--- src/rtl/sd_data_pkg.sv ---
// Shared definitions for the SD data-line controller: FSM state encoding,
// debug view, default widths and SD data-path constants.
package sd_data_pkg;

   // Default parameter values for the controller
   localparam int DEF_BLK_CNT_W = 8;
   localparam int DEF_TOUT_W    = 16;
   localparam int DEF_MAX_RETRY = 2;

   // SD data-path constants shared with the physical layer
   localparam int SD_BLOCK_LEN  = 512;   // bytes per data block
   localparam int SD_CRC_W      = 16;    // CRC16 per data line

   typedef enum logic [2:0] {
      ST_IDLE       = 3'd0,
      ST_CHECK_FIFO = 3'd1,
      ST_WAIT_PHY   = 3'd2,
      ST_TRANSFER   = 3'd3,
      ST_DONE       = 3'd4
   } sd_data_state_e;

   // Debug view of the controller: current state and latched direction
   typedef struct packed {
      sd_data_state_e state;
      logic           write_dir;
   } sd_data_dbg_t;

   // States in which the per-block timeout counter runs
   function automatic logic is_timed_state(input sd_data_state_e s);
      return (s == ST_CHECK_FIFO) || (s == ST_WAIT_PHY) || (s == ST_TRANSFER);
   endfunction

endpackage

--- src/rtl/sd_data_timeout.sv ---
// Per-block timeout counter: synchronous clear, count enable, saturating
// count and a compare against a programmable limit.
module sd_data_timeout
   import sd_data_pkg::*;
#(
   parameter int TOUT_W = DEF_TOUT_W
) (
   input  logic              clk,
   input  logic              rst_n,
   input  logic              clear,
   input  logic              count_en,
   input  logic              enable,
   input  logic [TOUT_W-1:0] limit,
   output logic              hit
);

   logic [TOUT_W-1:0] count;

   // Count cycles since the last clear; hold at all-ones instead of wrapping
   always_ff @(posedge clk) begin
      if (!rst_n) begin
         count <= '0;
      end else if (clear) begin
         count <= '0;
      end else if (count_en && (count != '1)) begin
         count <= count + TOUT_W'(1);
      end
   end

   // Limit reached; only meaningful while the timeout is enabled
   assign hit = enable && (count == limit);

endmodule

--- src/rtl/sd_data_ctrl.sv ---
// SD host data-line controller. Sequences single- and multi-block transfers
// between the FIFO side and the serial physical layer, with a programmable
// block count, per-block timeout, CRC-failure retry and abort.
//
// Handshake with the physical layer: the controller holds Send high for the
// whole TRANSFER state; the physical layer answers with a one-cycle Complete
// pulse carrying Crc_ok. A block is started only after FIFO_ok and then
// Serial_ready have each been sampled high. All outputs are registered.
module sd_data_ctrl
   import sd_data_pkg::*;
#(
   parameter int BLK_CNT_W = DEF_BLK_CNT_W,
   parameter int TOUT_W    = DEF_TOUT_W,
   parameter int MAX_RETRY = DEF_MAX_RETRY
) (
   input  logic                 Clock,
   input  logic                 Reset,
   input  logic                 NewData,
   input  logic                 WriteRead,
   input  logic [BLK_CNT_W-1:0] Blocks,
   input  logic                 MultipleData,
   input  logic                 Timeout_enable,
   input  logic [TOUT_W-1:0]    Timeout_reg,
   input  logic                 FIFO_ok,
   input  logic                 Serial_ready,
   input  logic                 Complete,
   input  logic                 Crc_ok,
   input  logic                 Abort,
   output logic                 Send,
   output logic                 Idle,
   output logic                 Data_transfer_complete,
   output logic                 Timeout,
   output logic                 Crc_error,
   output logic                 Aborted,
   output logic [BLK_CNT_W-1:0] Blocks_done,
   output logic                 Busy,
   output sd_data_dbg_t         dbg
);

   localparam int RETRY_W = (MAX_RETRY < 1) ? 1 : $clog2(MAX_RETRY + 1);
   localparam logic [RETRY_W-1:0] RETRY_MAX = RETRY_W'(MAX_RETRY);

   sd_data_state_e       state;
   sd_data_state_e       next_state;

   logic [BLK_CNT_W-1:0] target;
   logic [BLK_CNT_W-1:0] target_in;
   logic [BLK_CNT_W-1:0] blocks_next;
   logic [RETRY_W-1:0]   retry_cnt;
   logic                 write_q;

   // Per-cycle control decoded by the FSM
   logic                 start;
   logic                 blk_good;
   logic                 retry_inc;
   logic                 set_tout;
   logic                 set_crc;
   logic                 set_abort;

   logic                 tout_clear;
   logic                 tout_count_en;
   logic                 tout_hit;

   // Single-block requests always move exactly one block
   assign target_in   = MultipleData ? Blocks : BLK_CNT_W'(1);
   assign blocks_next = Blocks_done + BLK_CNT_W'(1);

   // Restart the timeout on every entry into a timed state, including the
   // TRANSFER -> WAIT_PHY resend path
   assign tout_clear    = (next_state != state) && is_timed_state(next_state);
   assign tout_count_en = is_timed_state(state);

   sd_data_timeout #(
      .TOUT_W (TOUT_W)
   ) u_timeout (
      .clk      (Clock),
      .rst_n    (Reset),
      .clear    (tout_clear),
      .count_en (tout_count_en),
      .enable   (Timeout_enable),
      .limit    (Timeout_reg),
      .hit      (tout_hit)
   );

   // State register
   always_ff @(posedge Clock) begin
      if (!Reset) begin
         state <= ST_IDLE;
      end else begin
         state <= next_state;
      end
   end

   // Next-state and control decode. Priority: Abort > Complete > timeout.
   // Normal progress (FIFO_ok, Serial_ready) wins over a timeout hit in the
   // same cycle, matching Complete winning over timeout in TRANSFER.
   // DONE always returns to IDLE so the completion pulse stays one cycle wide.
   always_comb begin
      next_state = state;
      start      = 1'b0;
      blk_good   = 1'b0;
      retry_inc  = 1'b0;
      set_tout   = 1'b0;
      set_crc    = 1'b0;
      set_abort  = 1'b0;
      case (state)
         ST_IDLE: begin
            if (NewData) begin
               start      = 1'b1;
               next_state = (target_in == '0) ? ST_DONE : ST_CHECK_FIFO;
            end
         end
         ST_CHECK_FIFO: begin
            if (Abort) begin
               set_abort  = 1'b1;
               next_state = ST_DONE;
            end else if (FIFO_ok) begin
               next_state = ST_WAIT_PHY;
            end else if (tout_hit) begin
               set_tout   = 1'b1;
               next_state = ST_DONE;
            end
         end
         ST_WAIT_PHY: begin
            if (Abort) begin
               set_abort  = 1'b1;
               next_state = ST_DONE;
            end else if (Serial_ready) begin
               next_state = ST_TRANSFER;
            end else if (tout_hit) begin
               set_tout   = 1'b1;
               next_state = ST_DONE;
            end
         end
         ST_TRANSFER: begin
            if (Abort) begin
               set_abort  = 1'b1;
               next_state = ST_DONE;
            end else if (Complete) begin
               if (Crc_ok) begin
                  blk_good   = 1'b1;
                  next_state = (blocks_next == target) ? ST_DONE : ST_CHECK_FIFO;
               end else if (retry_cnt < RETRY_MAX) begin
                  retry_inc  = 1'b1;
                  next_state = ST_WAIT_PHY;
               end else begin
                  set_crc    = 1'b1;
                  next_state = ST_DONE;
               end
            end else if (tout_hit) begin
               set_tout   = 1'b1;
               next_state = ST_DONE;
            end
         end
         ST_DONE: begin
            next_state = ST_IDLE;
         end
         default: begin
            next_state = ST_IDLE;
         end
      endcase
   end

   // Operation context: direction, target, progress and retry count
   always_ff @(posedge Clock) begin
      if (!Reset) begin
         write_q     <= 1'b0;
         target      <= '0;
         Blocks_done <= '0;
         retry_cnt   <= '0;
      end else begin
         if (start) begin
            write_q     <= WriteRead;
            target      <= target_in;
            Blocks_done <= '0;
            retry_cnt   <= '0;
         end
         if (blk_good) begin
            Blocks_done <= blocks_next;
            retry_cnt   <= '0;
         end
         if (retry_inc) begin
            retry_cnt <= retry_cnt + RETRY_W'(1);
         end
      end
   end

   // Sticky error/abort flags, cleared only when a new operation is accepted
   always_ff @(posedge Clock) begin
      if (!Reset) begin
         Timeout   <= 1'b0;
         Crc_error <= 1'b0;
         Aborted   <= 1'b0;
      end else begin
         if (start) begin
            Timeout   <= 1'b0;
            Crc_error <= 1'b0;
            Aborted   <= 1'b0;
         end
         if (set_tout) begin
            Timeout <= 1'b1;
         end
         if (set_crc) begin
            Crc_error <= 1'b1;
         end
         if (set_abort) begin
            Aborted <= 1'b1;
         end
      end
   end

   // Moore outputs registered from the state being entered
   always_ff @(posedge Clock) begin
      if (!Reset) begin
         Send                   <= 1'b0;
         Idle                   <= 1'b1;
         Data_transfer_complete <= 1'b0;
         Busy                   <= 1'b0;
      end else begin
         Send                   <= (next_state == ST_TRANSFER);
         Idle                   <= (next_state == ST_IDLE);
         Data_transfer_complete <= (next_state == ST_DONE);
         Busy                   <= (next_state != ST_IDLE);
      end
   end

   assign dbg = '{state: state, write_dir: write_q};

endmodule

--- config.mk ---
export PLATFORM = sky130hd
export DESIGN_NAME = sd_data_ctrl
export DESIGN_NICKNAME = d
export VERILOG_FILES = /design/src/rtl/sd_data_pkg.sv /design/src/rtl/sd_data_timeout.sv /design/src/rtl/sd_data_ctrl.sv
export SDC_FILE = /design/constraint.sdc
export NUM_CORES = 1
export LEC_CHECK = 0
export CORE_MARGIN = 2
export CORE_UTILIZATION = 55
export CTS_CLUSTER_SIZE = 20
export DETAILED_ROUTE_END_ITERATION = 6
export PLACE_DENSITY = 0.92
export SLEW_MARGIN = 20
export SYNTH_ARGS = -nofsm -noshare
export SYNTH_HDL_FRONTEND = slang
export SYNTH_SLANG_ARGS = --single-unit
--- constraint.sdc ---
create_clock -name Clock -period 6 [get_ports Clock]
set_input_delay 1.5 -clock Clock [delete_from_list [all_inputs] [get_ports Clock]]
set_output_delay 1.5 -clock Clock [all_outputs]
set_load 0.01 [all_outputs]
* Yosys cells after proc, flatten, opt, wreduce, memory -nomap -nowiden
Cells that the tools add are included.
Storage, ports and cells: register bits after elaboration 45, input bits 35, output and inout bits 19, logic and storage cells 96
Cells by class: add/subtract/negate cells 3, order comparisons 1, equality and inequality tests 11, multiplexer cells 49, bitwise gates (word level) 1, reduce and logical (&&, ||, !) cells 18
Operators by type and width (number):
- 2-to-1 mux 3 bit | 12
- 2-to-1 mux 1 bit | 29
- 2-to-1 mux 8 bit | 3
- adder 16 x 1 -> 16 bit, second input constant | 1
- equality test 16 bit | 1
- inequality test 16 bit, second input constant | 1
- equality test 3 x 2 -> 1 bit, second input constant | 4
- one-hot mux 3 bit (4 select lines) | 1
- adder 8 x 1 -> 8 bit, second input constant | 1
- equality test 8 bit | 1
- logical NOT 8 bit | 1
- nonzero test 2 bit | 4
- equality test 3 x 1 -> 1 bit, second input constant | 2
- logical NOT 3 bit | 2
- 2-to-1 mux 2 bit | 3
- nonzero test 3 bit | 2
- logical OR 1 bit | 4
- equality test 3 bit, second input constant | 1
- logical AND 1 bit | 3
- inequality test 3 bit | 1
- one-hot mux 1 bit (3 select lines) | 1
- OR reduction 3 bit | 1
- adder 2 x 1 -> 2 bit, second input constant | 1
- < comparator 2 bit, second input constant | 1
- 2 further kinds | 2

* Longest topological paths before layout
depth after elaboration 12, gate-level depth with buffers 9, mapped depth without buffers 8

* Cells and area by module
Synthesis repeated with hierarchy kept, for this count alone.
Unflattened totals: cell total of the unflattened synthesis 331, area, all modules 2726.4 µm²
By module, submodules not included:
- sd_data_ctrl | instances 1, cells each 207, area each 1687.9 µm², seq. area each 580.6 µm²
- sd_data_timeout | instances 1, cells each 124, area each 1038.5 µm², seq. area each 320.3 µm²

* Worst setup path after synthesis
OpenSTA, ideal clock, no wires.
kind input -> register, from in Timeout_reg[10], to reg u_timeout.count[10], setup time 0.112 ns, data arrival time 3.042 ns, required time 5.888 ns, setup slack 2.846 ns, stages 8, path buffers 1, cell sequence xnor2_1 -> nand4_1 -> nor4_1 -> o21ai_0 -> a22oi_2 -> mux2i_2 -> buf_6 -> nor2_1
On the way: word-level cells in the longest chain between the ends 11, elaborated cells on any way between the ends 18, classes of those cells 5 x eq/ne; 8 x mux; 5 x reduce/logical
Ends and longest elaborated chain:
- start, declared | RTL line sd_data_ctrl.sv:23 | input logic [TOUT_W-1:0] Timeout_reg,
- equality test 16 bit * | RTL line sd_data_timeout.sv:31 | assign hit = enable && (count == limit);
- logical AND 1 bit * | RTL line sd_data_timeout.sv:31
- 2-to-1 mux 3 bit * | RTL line sd_data_ctrl.sv:119, sd_data_ctrl.sv:130, sd_data_ctrl.sv:150
- 2-to-1 mux 3 bit (on tied branches) | RTL line sd_data_ctrl.sv:139, sd_data_ctrl.sv:117, sd_data_ctrl.sv:128
- 2-to-1 mux 3 bit (on tied branches) | RTL line sd_data_ctrl.sv:136, sd_data_ctrl.sv:114, sd_data_ctrl.sv:125
- one-hot mux 3 bit (4 select lines) * | RTL line sd_data_ctrl.sv:106 | case (state)
- equality test 3 x 1 -> 1 bit or equality test 3 x 2 -> 1 bit (tied branches) | RTL line sd_data_pkg.sv:30 | return (s == ST_CHECK_FIFO) || (s == ST_WAIT_PHY) || (s == ST_TRANSFER);
- logical OR 1 bit (2 in series) | RTL line sd_data_pkg.sv:30
- logical AND 1 bit * | RTL line sd_data_ctrl.sv:70 | assign tout_clear = (next_state != state) && is_timed_state(next_state);
- OR reduction 2 bit (no line) *
- end signal, assigned | RTL line sd_data_timeout.sv:26 | count <= count + TOUT_W'(1);
- end, declared | RTL line sd_data_timeout.sv:17 | logic [TOUT_W-1:0] count;
Mark *: on every way between the ends. The rest lies on a longest branch, timed or not. A chain may end at the register's enable or synchronous reset.

* Final worst setup path
from in Timeout_reg[10], to reg u_timeout.count[5]
Same word-level chain as after synthesis.

==> reports/results.txt <==
status - finished clean
CTS tree - yes
Clk pwr share - 30.3%
CTS root buf - clkbuf_8
critical path launch point - Timeout_reg[10]
Flop pwr share - 51.1%
Max clock buf depth - 2
GRT Overall Usage - 24.1%
Yosys top cell area share - 34.5%
# IOs - 54
Top Registers - u_timeout.count x16, Blocks_done x8, target x8
Max VDD drop - 0.000136 V
Core Area - 4660 um2
Tightest Pin Transition - 0.857 ns
DP HPWL - 4560 um
EDFF count, synth - 0
GR Layer Usage met3 - 5.94%
unrepaired setup endpoints after global routing - false
WP data arrival - 4.12 ns
CTS Buf Count - 5
number of setup buffers added after CTS - 0
leakage power - 1.20 nW
Hold Path Depth - 2
die height - 72.9 um
Vias/cell - 5.91
HP Class - register to register
Maximum Capacitance Violations - 0
internal power - 0.000446 W
period utilization - 65.8%
number of nets in the layout - 414
critical path peak fanout - 16
Die ar. - 5310 um2
Reg-to-Reg Start - Blocks_done[2]$_SDFFE_PN0P_
initial antenna violation count - 0
Combinational Power Share - 18.6%
Total Power - 0.000621 W
Yosys cell types - 55
Slew Limit Headroom - 42.1%
Port Buffers - 53
Tmin final - 3.95 ns
chip width - 72.9 um
Fmax - 253 MHz
global route total overflow - 0
crit path kind - input port to register
drt pass-1 iters - 5
CP required - 6.17 ns
global-route wire length before repair - 9960 um
initial drt markers - 226
Setup TNS - 0 ns
Initial Utilization - 56.0%
Finished Core Util - 69.2%
via count - 2,552
Seq cells post-synth - 45
Clk pin slew, worst setup/hold paths - 0.08 ns
fin. max-slew vios - 0
Sink Count - 45
met2 usage in global routing - 40.9%
Worst Setup Start Kind - input port
met1 Use GR - 29.1%
Hold Slack - 0.459 ns
Final Skew - 0.0121 ns
row cnt - 25
Max H-tree Level - 2
number of global-route vias before repair - 2,264
cells on worst reg2reg path - 7
Cell Area, Synth - 2610 um2
Critical Path Sink Type - register
FF-to-FF End - u_timeout.count[5]$_SDFFE_PP0P_
Top FF cell, synth - dfxtp_1
Ys Warns - 0
GPL Wtd Cong - 0.906
Top reg by flops - u_timeout.count
post-synth top area cell - dfxtp_1
GR peak layer - met2
average cell area after synthesis - 7.93 um2
Routed WL - 6190 um
Worst-Skew Late Latency - 0.32 ns
ANT cells - 0
# fillers - 369
Psw - 0.000175 W
P&R area growth vs syn - 23.6%
CTS resizes - 0
fraction of layout cells with a size suffix above 1 - 5.56%
final hold violation count - 0
leading cell types by total area after synthesis - dfxtp_1 35%, xnor2_1 10%, nand2_1 6.5%, nor2_1 6.2%, xor2_1 4.0%
setup violators final - 0
r2r setup slk - 2.97 ns
Hold-fix buffers, CTS - 0
Mapped Nets - 366
post-route ant nets - 0
pre-CTS setup slack - 1.73 ns
async set or reset register ratio after synthesis - 0%
Seq/Total Area, Yosys - 34.5%
final worst setup slack - 2.05 ns
Sw Ratio - 28.2%
Power per Cell Area - 192 nW/um2
cells after synthesis - 329
largest net degree at the start of global routing - 28
max reg flops - 16
CP endpoint - u_timeout.count[5]$_SDFFE_PP0P_
DR WL/cell - 14.3 um
drt drc - 0
==> cell families (layout without fill, tap and decap cells) <==
family	after synthesis	count (layout)	synth area share, %
flops	45	45	34.5
mux	4	4	1.73
fa+ha+maj	2	2	0.959
buf+inv	22	71	4.22
xor+xnor	42	42	14.1
compound gates	57	57	15.2
simple gates	157	157	29.3
==> cells in the mapped netlist, drive strengths merged (2+ instances only) <==
library cell  count
dfxtp            45
nand2            45
nor2             43
xnor2            30
a21oi            20
nand3            20
xor2             12
o21ai            10
clkbuf            9
nor3              9
inv               8
and3              7
nand4             6
and2              4
nor2b             4
nor4              4
a22oi             3
a31oi             3
a32oi             3
buf               3
mux2i             3
nand3b            3
a211oi            2
ha                2
nor3b             2
nor4b             2
o2111ai           2
o21a              2
o21bai            2
o31a              2
o41ai             2
==> final cells by class <==
cell class	count	area, um2	area share [%]
timing repair buffer	54	538	16.7
clock buffer	5	68.8	2.13
inverter	9	33.8	1.05
tap	54	67.6	2.10
multi-input combinational	262	1600	49.6
clock inverter	3	17.5	0.543
sequential	45	901	27.9
==> critical path: stages <==
cell and delay [ns]:
clkdlybuf4s50_1 0.50, xnor2_1 0.13, nand4_1 0.11, nor4_1 0.53
o21ai_0 0.24, a22oi_2 0.26, mux2i_2 0.73, nor2_1 0.12
==> how the worst min path moves through the flow <==
stage,startpoint,to,slack (ns)
finish,write_q$_SDFFE_PN0P_,write_q$_SDFFE_PN0P_,0.46
CTS,write_q$_SDFFE_PN0P_,write_q$_SDFFE_PN0P_,0.46
global placement,write_q$_SDFFE_PN0P_,write_q$_SDFFE_PN0P_,0.45
detailed placement,write_q$_SDFFE_PN0P_,write_q$_SDFFE_PN0P_,0.45
global route,write_q$_SDFFE_PN0P_,write_q$_SDFFE_PN0P_,0.49
floorplan,write_q$_SDFFE_PN0P_,write_q$_SDFFE_PN0P_,0.44
==> placed cells by master, fill, tap and decap left out, types with 3 or more instances in the layout <==
master / n
clkdlybuf4s50_1: 53
dfxtp_1: 45
nand2_1: 45
nor2_1: 43
xnor2_1: 30
a21oi_1: 20
nand3_1: 19
xor2_1: 12
o21ai_0: 10
nor3_1: 9
inv_1: 8
nand4_1: 5
and3_1: 5
clkbuf_8: 5
nor2b_1: 4
nor4_1: 4
and2_1: 4
a31oi_1: 3
nand3b_1: 3
a32oi_1: 3
==> power by group through the flow <==
stage / sequential [W] / clock [W] / combinational (W)
after floorplan: 0.000322 / 0 / 0.0000676
after global placement: 0.000324 / 0 / 0.000111
after detailed placement: 0.000324 / 0 / 0.000114
after CTS: 0.000317 / 0.000189 / 0.000115
after global routing: 0.000319 / 0.000203 / 0.000126
final: 0.000317 / 0.000188 / 0.000115
==> stage by stage <==
| step | area (um2) | cells |
|---|---|---|
| floorplan | 2610 | 329 |
| global placement | 3140 | 424 |
| detailed placement | 3140 | 424 |
| CTS | 3220 | 432 |
| global route | 3220 | 432 |
| finish | 3220 | 432 |
==> layer usage <==
layer  part of all wire (%)  routed length, um  vias to the layer above
li1                       -                  -                     1243
met3                    5.9                368                       18
met2                     50               3110                       98
met1                     42               2570                     1193
met4                    2.3                144                        0
met5                      0                  0                        -
No activity file was read; power rests on OpenSTA's default activity.
